<file path="src/rtl/fifo_word_packer.sv">
// fifo_word_packer
// Read-side consumer of the mixed-clock FIFO. It dequeues BIT_WIDTH-bit entries,
// allowing for the FIFO's one-cycle read latency. It packs LANES consecutive
// entries into one word and presents that word on a valid/ready output.
// A tail flush emits the trailing partial word. Unused lanes of that word are zero.
module fifo_word_packer #(
   parameter int BIT_WIDTH = 8,
   parameter int LANES     = 4
) (
   input  logic                         read_clock,
   input  logic                         reset_n,
   input  logic [BIT_WIDTH-1:0]         fifo_data,
   input  logic                         fifo_empty,
   output logic                         fifo_dequeue,
   input  logic                         tail_flush,
   output logic [BIT_WIDTH*LANES-1:0]   word_out,
   output logic [$clog2(LANES+1)-1:0]   word_count,
   output logic                         word_valid,
   input  logic                         word_ready,
   output logic                         tail_done
);

   localparam int CW = $clog2(LANES + 1);
   localparam logic [CW-1:0] LANES_C = CW'(LANES);
   localparam logic [CW:0]   LANES_P = (CW + 1)'(LANES);

   typedef enum logic {FILL, DRAIN} state_t;
   typedef logic [LANES-1:0][BIT_WIDTH-1:0] word_t;

   state_t        state_q, state_d;
   word_t         buf_q, buf_d, tail_word;
   logic [CW-1:0] lane_cnt_q, lane_cnt_d, cnt_after;
   logic [CW:0]   pending;
   logic          inflight_q;
   logic          out_free, full_load, tail_load, tail_done_d;

   // The output register can take a new word if it is empty, or if its current word is accepted on this edge.
   assign out_free = ~word_valid | word_ready;
   assign pending  = {1'b0, lane_cnt_q} + (CW + 1)'(inflight_q);

   // Dequeue only when the entry can be placed on arrival: either a lane is free
   // counting in-flight data, or the arriving entry completes a word that can
   // move straight into a free output register.
   assign fifo_dequeue = reset_n & ~fifo_empty & (state_q == FILL) & ~tail_flush &
                         ((pending < LANES_P) | (inflight_q & out_free));

   // Capture the in-flight entry into the next free lane and build the zero-padded tail word.
   always_comb begin
      // NOTE: every signal written here gets a default first, so no path can infer a latch.
      buf_d     = buf_q;
      tail_word = '0;
      for (int k = 0; k < LANES; k++) begin
         if (inflight_q && lane_cnt_q == CW'(k)) buf_d[k] = fifo_data;
         if (CW'(k) < lane_cnt_q)                tail_word[k] = buf_q[k];
      end
      cnt_after = lane_cnt_q + CW'(inflight_q);
   end

   // Next-state logic for the FSM and the word-completion and flush-completion decisions.
   always_comb begin
      state_d     = state_q;
      tail_load   = 1'b0;
      tail_done_d = 1'b0;
      full_load   = (cnt_after == LANES_C) && out_free;
      lane_cnt_d  = full_load ? '0 : cnt_after;
      case (state_q)
         FILL: begin
            if (tail_flush) state_d = DRAIN;
         end
         DRAIN: begin
            if (!inflight_q) begin
               if (lane_cnt_q == '0) begin
                  tail_done_d = 1'b1;
                  state_d     = FILL;
               end else if (lane_cnt_q != LANES_C && out_free) begin
                  tail_load   = 1'b1;
                  tail_done_d = 1'b1;
                  lane_cnt_d  = '0;
                  state_d     = FILL;
               end
            end
         end
         default: state_d = FILL;
      endcase
   end

   // State register.
   always_ff @(posedge read_clock) begin
      if (!reset_n) state_q <= FILL;
      else          state_q <= state_d;
   end

   // Assembly buffer storage.
   always_ff @(posedge read_clock) begin
      // NOTE: the lane storage is not reset. Only lanes below lane_cnt are ever emitted, so stale contents are never visible.
      buf_q <= buf_d;
   end

   // Lane counter, in-flight tracking and output register.
   always_ff @(posedge read_clock) begin
      // NOTE: state is updated with non-blocking assignments, so every block samples values from before the edge.
      if (!reset_n) begin
         lane_cnt_q <= '0;
         inflight_q <= 1'b0;
         word_out   <= '0;
         word_count <= '0;
         word_valid <= 1'b0;
         tail_done  <= 1'b0;
      end else begin
         lane_cnt_q <= lane_cnt_d;
         inflight_q <= fifo_dequeue;
         tail_done  <= tail_done_d;
         if (full_load) begin
            word_out   <= buf_d;
            word_count <= LANES_C;
            word_valid <= 1'b1;
         end else if (tail_load) begin
            word_out   <= tail_word;
            word_count <= lane_cnt_q;
            word_valid <= 1'b1;
         end else if (word_ready) begin
            word_valid <= 1'b0;
         end
      end
   end

endmodule

</file>
<file path="config.mk">
export PLATFORM = sky130hd
export DESIGN_NAME = fifo_word_packer
export DESIGN_NICKNAME = d
export VERILOG_FILES = /design/src/rtl/fifo_word_packer.sv
export SDC_FILE = /design/constraint.sdc
export NUM_CORES = 1
export LEC_CHECK = 0
export BUFFER_PORTS_ARGS = -buffer_cell sky130_fd_sc_hd__buf_2
export CAP_MARGIN = 15
export CELL_PAD_IN_SITES_DETAIL_PLACEMENT = 1
export CELL_PAD_IN_SITES_GLOBAL_PLACEMENT = 2
export CORE_ASPECT_RATIO = 0.75
export CORE_MARGIN = 5
export CORE_UTILIZATION = 32
export CTS_BUF_LIST = sky130_fd_sc_hd__clkbuf_8
export DETAILED_ROUTE_END_ITERATION = 12
export GPL_TIMING_DRIVEN = 1
export PLACE_DENSITY_LB_ADDON = 0.1
export REMOVE_ABC_BUFFERS = 1
export SKIP_LAST_GASP = 1
export SYNTH_ARGS = -nofsm -noshare
export SYNTH_HDL_FRONTEND = slang
export SYNTH_SLANG_ARGS = --single-unit
export TNS_END_PERCENT = 10
</file>
<file path="constraint.sdc">
create_clock -name read_clock -period 1.9 [get_ports read_clock]
set_clock_uncertainty 0.05 [all_clocks]
set_input_delay 0.095 -clock read_clock [delete_from_list [all_inputs] [get_ports read_clock]]
set_output_delay 0.095 -clock read_clock [all_outputs]
set_load 0.1 [all_outputs]
</file>
==> qor.yml <==
setup_path:
  cpPeakStageDelay_ps: 540
  path_buf_inv: 1
  reg2reg_slack_ps: -20
  cp_cell_sequence: "ha_4 > ha_4 > xnor2_2 > or4_4 > clkbuf_16 > o21ai_2 > a31oi_1"
  cp.depth: 7
  reg2reg_from: "inflight_q"
  crit_top_cell: "ha_4"
  path_delay_family: "simple AND/OR/NAND/NOR gates"
  start_kind: "flop"
  worstPathRequired_ps: 2070
  slowest_stage: "or4_4"
  startpoint: "inflight_q"
  crit_type: "flop to flop"
  end_kind: "flop"
  reg2regPathDepth: 7
  arrival_ps: 2090
  crit_end: "word_out[2]"
  r2r_end: "word_out[2]"
  critical_path.max_fanout: 5
job:
  drv_cap: 0
layout:
  design_area_sq_um: 3970
  num_antenna_cells: 0
  final_core_util_pct: 44.2
  multiInputGateArea_sq_um: 1420
  syn2layout_area_growth_pct: 36.6
  fin_cells: 494
  ff_latch_area_sq_um: 1490
  fin_nets: 392
  layout_commonest_cell: "dfxtp_1"
  mostFrequentLayoutCells: "dfxtp_1, buf_2, nand2_1, a31oi_1, mux2_2"
  drive_gt1_share_pct: 39.3
  fillers: 1005
synthesis:
  yosysSeqAreaShare_pct: 51.0
  async_reset_ff_share_pct: 0
  synth-seq-cells: 74
  synth_edf_count: 0
  yosysUniqueCellTypes: 32
  synth_cells: 301
  avgSynthCellArea_sq_um: 9.65
  yosysWarnings: 0
  ys.flop_type: "dfxtp_1"
  synth_area_sq_um: 2900
clocking:
  path_clk_slew_ps: 80
  clock_latency_ps: 350
  htreeDepth: 3
  numCtsBuffers: 9
  cts_tree: "done"
  clock-sinks: 74
  root_buffer: "clkbuf_8"
  clockBufferDepth: 2
floorplan:
  num_rows: 30
  start_util_pct: 32.4
  dieArea_sq_um: 11100
  core_sq_um: 8970
  io_pins: 51
  chipWidth_microns: 120
  die_h_microns: 92.5
drt:
  drt-total-wl_microns: 9180
  initialDrtViolationCount: 80
  vias: 2562
  routedWlPerCell_microns: 18.6
  ant_nets: 0
  drc_errors: 0
  via_per_inst: 5.19
  drt_first_pass_iters: 4
global_routing:
  antenna_found_initial: 0
  grt_max_degree: 43
  grt_pass1_wl_microns: 13600
  grt_overflow: 0
  grt_usage_pct: 15.7
  grt_pass1_vias: 2592
outcome:
  violations: "negative setup slack"
  status: "complete, but fails checks"
timing:
  finalSetupTns_ps: -18.2
  maxSlewViolCount: 0
  max_freq_mhz: 522
  period_share_pct: 101
  fin_crit_ps: 1920
  rsz0062_at_grt: "true"
  max-slew-margin-rel_pct: 63.7
  setup_viol: 4
  final.setup.worst_slack_ps: -15.5
  worst_hold_slack_ps: 25.6
  finalHoldViolations: 0
  worst_pin_slew_ps: 543
power_and_ir_drop:
  power_mw: 3.16
  ir_worst_vdd_v: 0.000371
  powerDensity_nw_per_um2: 797
  p_leak_nw: 1.61
hold_path:
  hold_path_class: "primary input to flop"
placed_design:
  dp.cells: 463
  gp_congestion: 0.736
  placement.cell_area_sq_um: 3440
  place.port_buffers: 50
  dp_slack_ps: -117
  hpwl_microns: 5510
[area by class of cell]
cell class	count	share of cell area, %
flip-flops and latches	74	37.4
multi-input cells	201	35.7
repair buffers	90	18.6
clock buffers	12	4.16
well taps	112	3.53
clock inverters	4	0.442
inverters	1	0.0946
[what timing repair did]
| item | in CTS | in global routing |
|---|---|---|
| cloned | 0 | 7 |
| endpoints found under the hold margin | 29 | 0 |
| hold buffers | 9 | 0 |
| buffers inserted | 0 | 0 |
| endpoints found under the setup margin | 36 | 29 |
| resized for setup | 9 | 42 |
| pin swaps | 2 | 1 |
[worst register-to-register path: stages (launching register included)]
cell	delay, ps
dfxtp_2	340
ha_4	160
ha_4	170
xnor2_2	150
or4_4	540
clkbuf_16	210
o21ai_2	110
a31oi_1	60
[synth_stat cells (all sizes together) (2+ instances only)]
cell	instances	area [sq um]
nor3	2	15.0
nand2	46	173
nand2b	2	12.5
o21ai	33	165
and4b	2	20.0
clkbuf	16	60.1
nand3	18	90.1
mux2	32	364
ha	2	25.0
nor2	3	11.3
a31oi	34	213
dfxtp	74	1480
o211ai	8	60.1
nor2b	2	12.5
buf	10	61.3
nor4bb	2	20.0
a21oi	3	15.0
and3	3	18.8
[routing by layer]
| layer | part of all wire, % | up-vias | routed length [microns] | global-route usage [%] |
|---|---|---|---|---|
| li1 | - | 1250 | - | - |
| met1 | 50 | 1261 | 4580 | 21.7 |
| met2 | 46 | 42 | 4210 | 23.7 |
| met3 | 3.2 | 9 | 295 | 4.27 |
| met4 | 1.1 | 0 | 100 | 5.15 |
| met5 | 0 | - | 0 | 0 |
[where the power goes]
part / internal (mW) / total, mW / switching, mW / leakage, nW
combinational: 0.143 / 0.322 / 0.179 / 0.903
sequential: 1.65 / 1.70 / 0.0492 / 0.606
clock: 0.568 / 1.14 / 0.570 / 0.105
[sequential cells by signal, summed over array words and instances (netlist names)]
signal and count:
word_count 3, state_q 1, inflight_q 1, word_valid 1
buf_q 32, tail_done 1, word_out 32, lane_cnt_q 3
[logic make-up (layout without fill, tap and decap cells)]
kind of cell / count (synthesis) / after routing / synth area share [%]
AOI/OAI and AO/OA: 81 / 81 / 16.4
adders and majority gates: 2 / 2 / 0.862
muxes: 32 / 32 / 12.5
and+or+nand+nor: 84 / 85 / 14.6
DFF: 74 / 74 / 51.0
xor gates and xnor gates: 1 / 1 / 0.302
buffers and inverters: 27 / 107 / 4.31
[worst min-delay path by stage]
stage            startpoint  slack, ps           end  cells past startpoint
5_1_grt          tail_flush         20       state_q                      3
6_report         tail_flush         30       state_q                      3
3_3_place_gp   fifo_data[2]        350     buf_q[26]                      2
4_1_cts          tail_flush          9       state_q                      3
2_1_floorplan       reset_n        180  word_out[10]                      2
3_5_place_dp   fifo_data[4]        350     buf_q[12]                      2
Note: power is estimated with default switching activity, not from simulation.
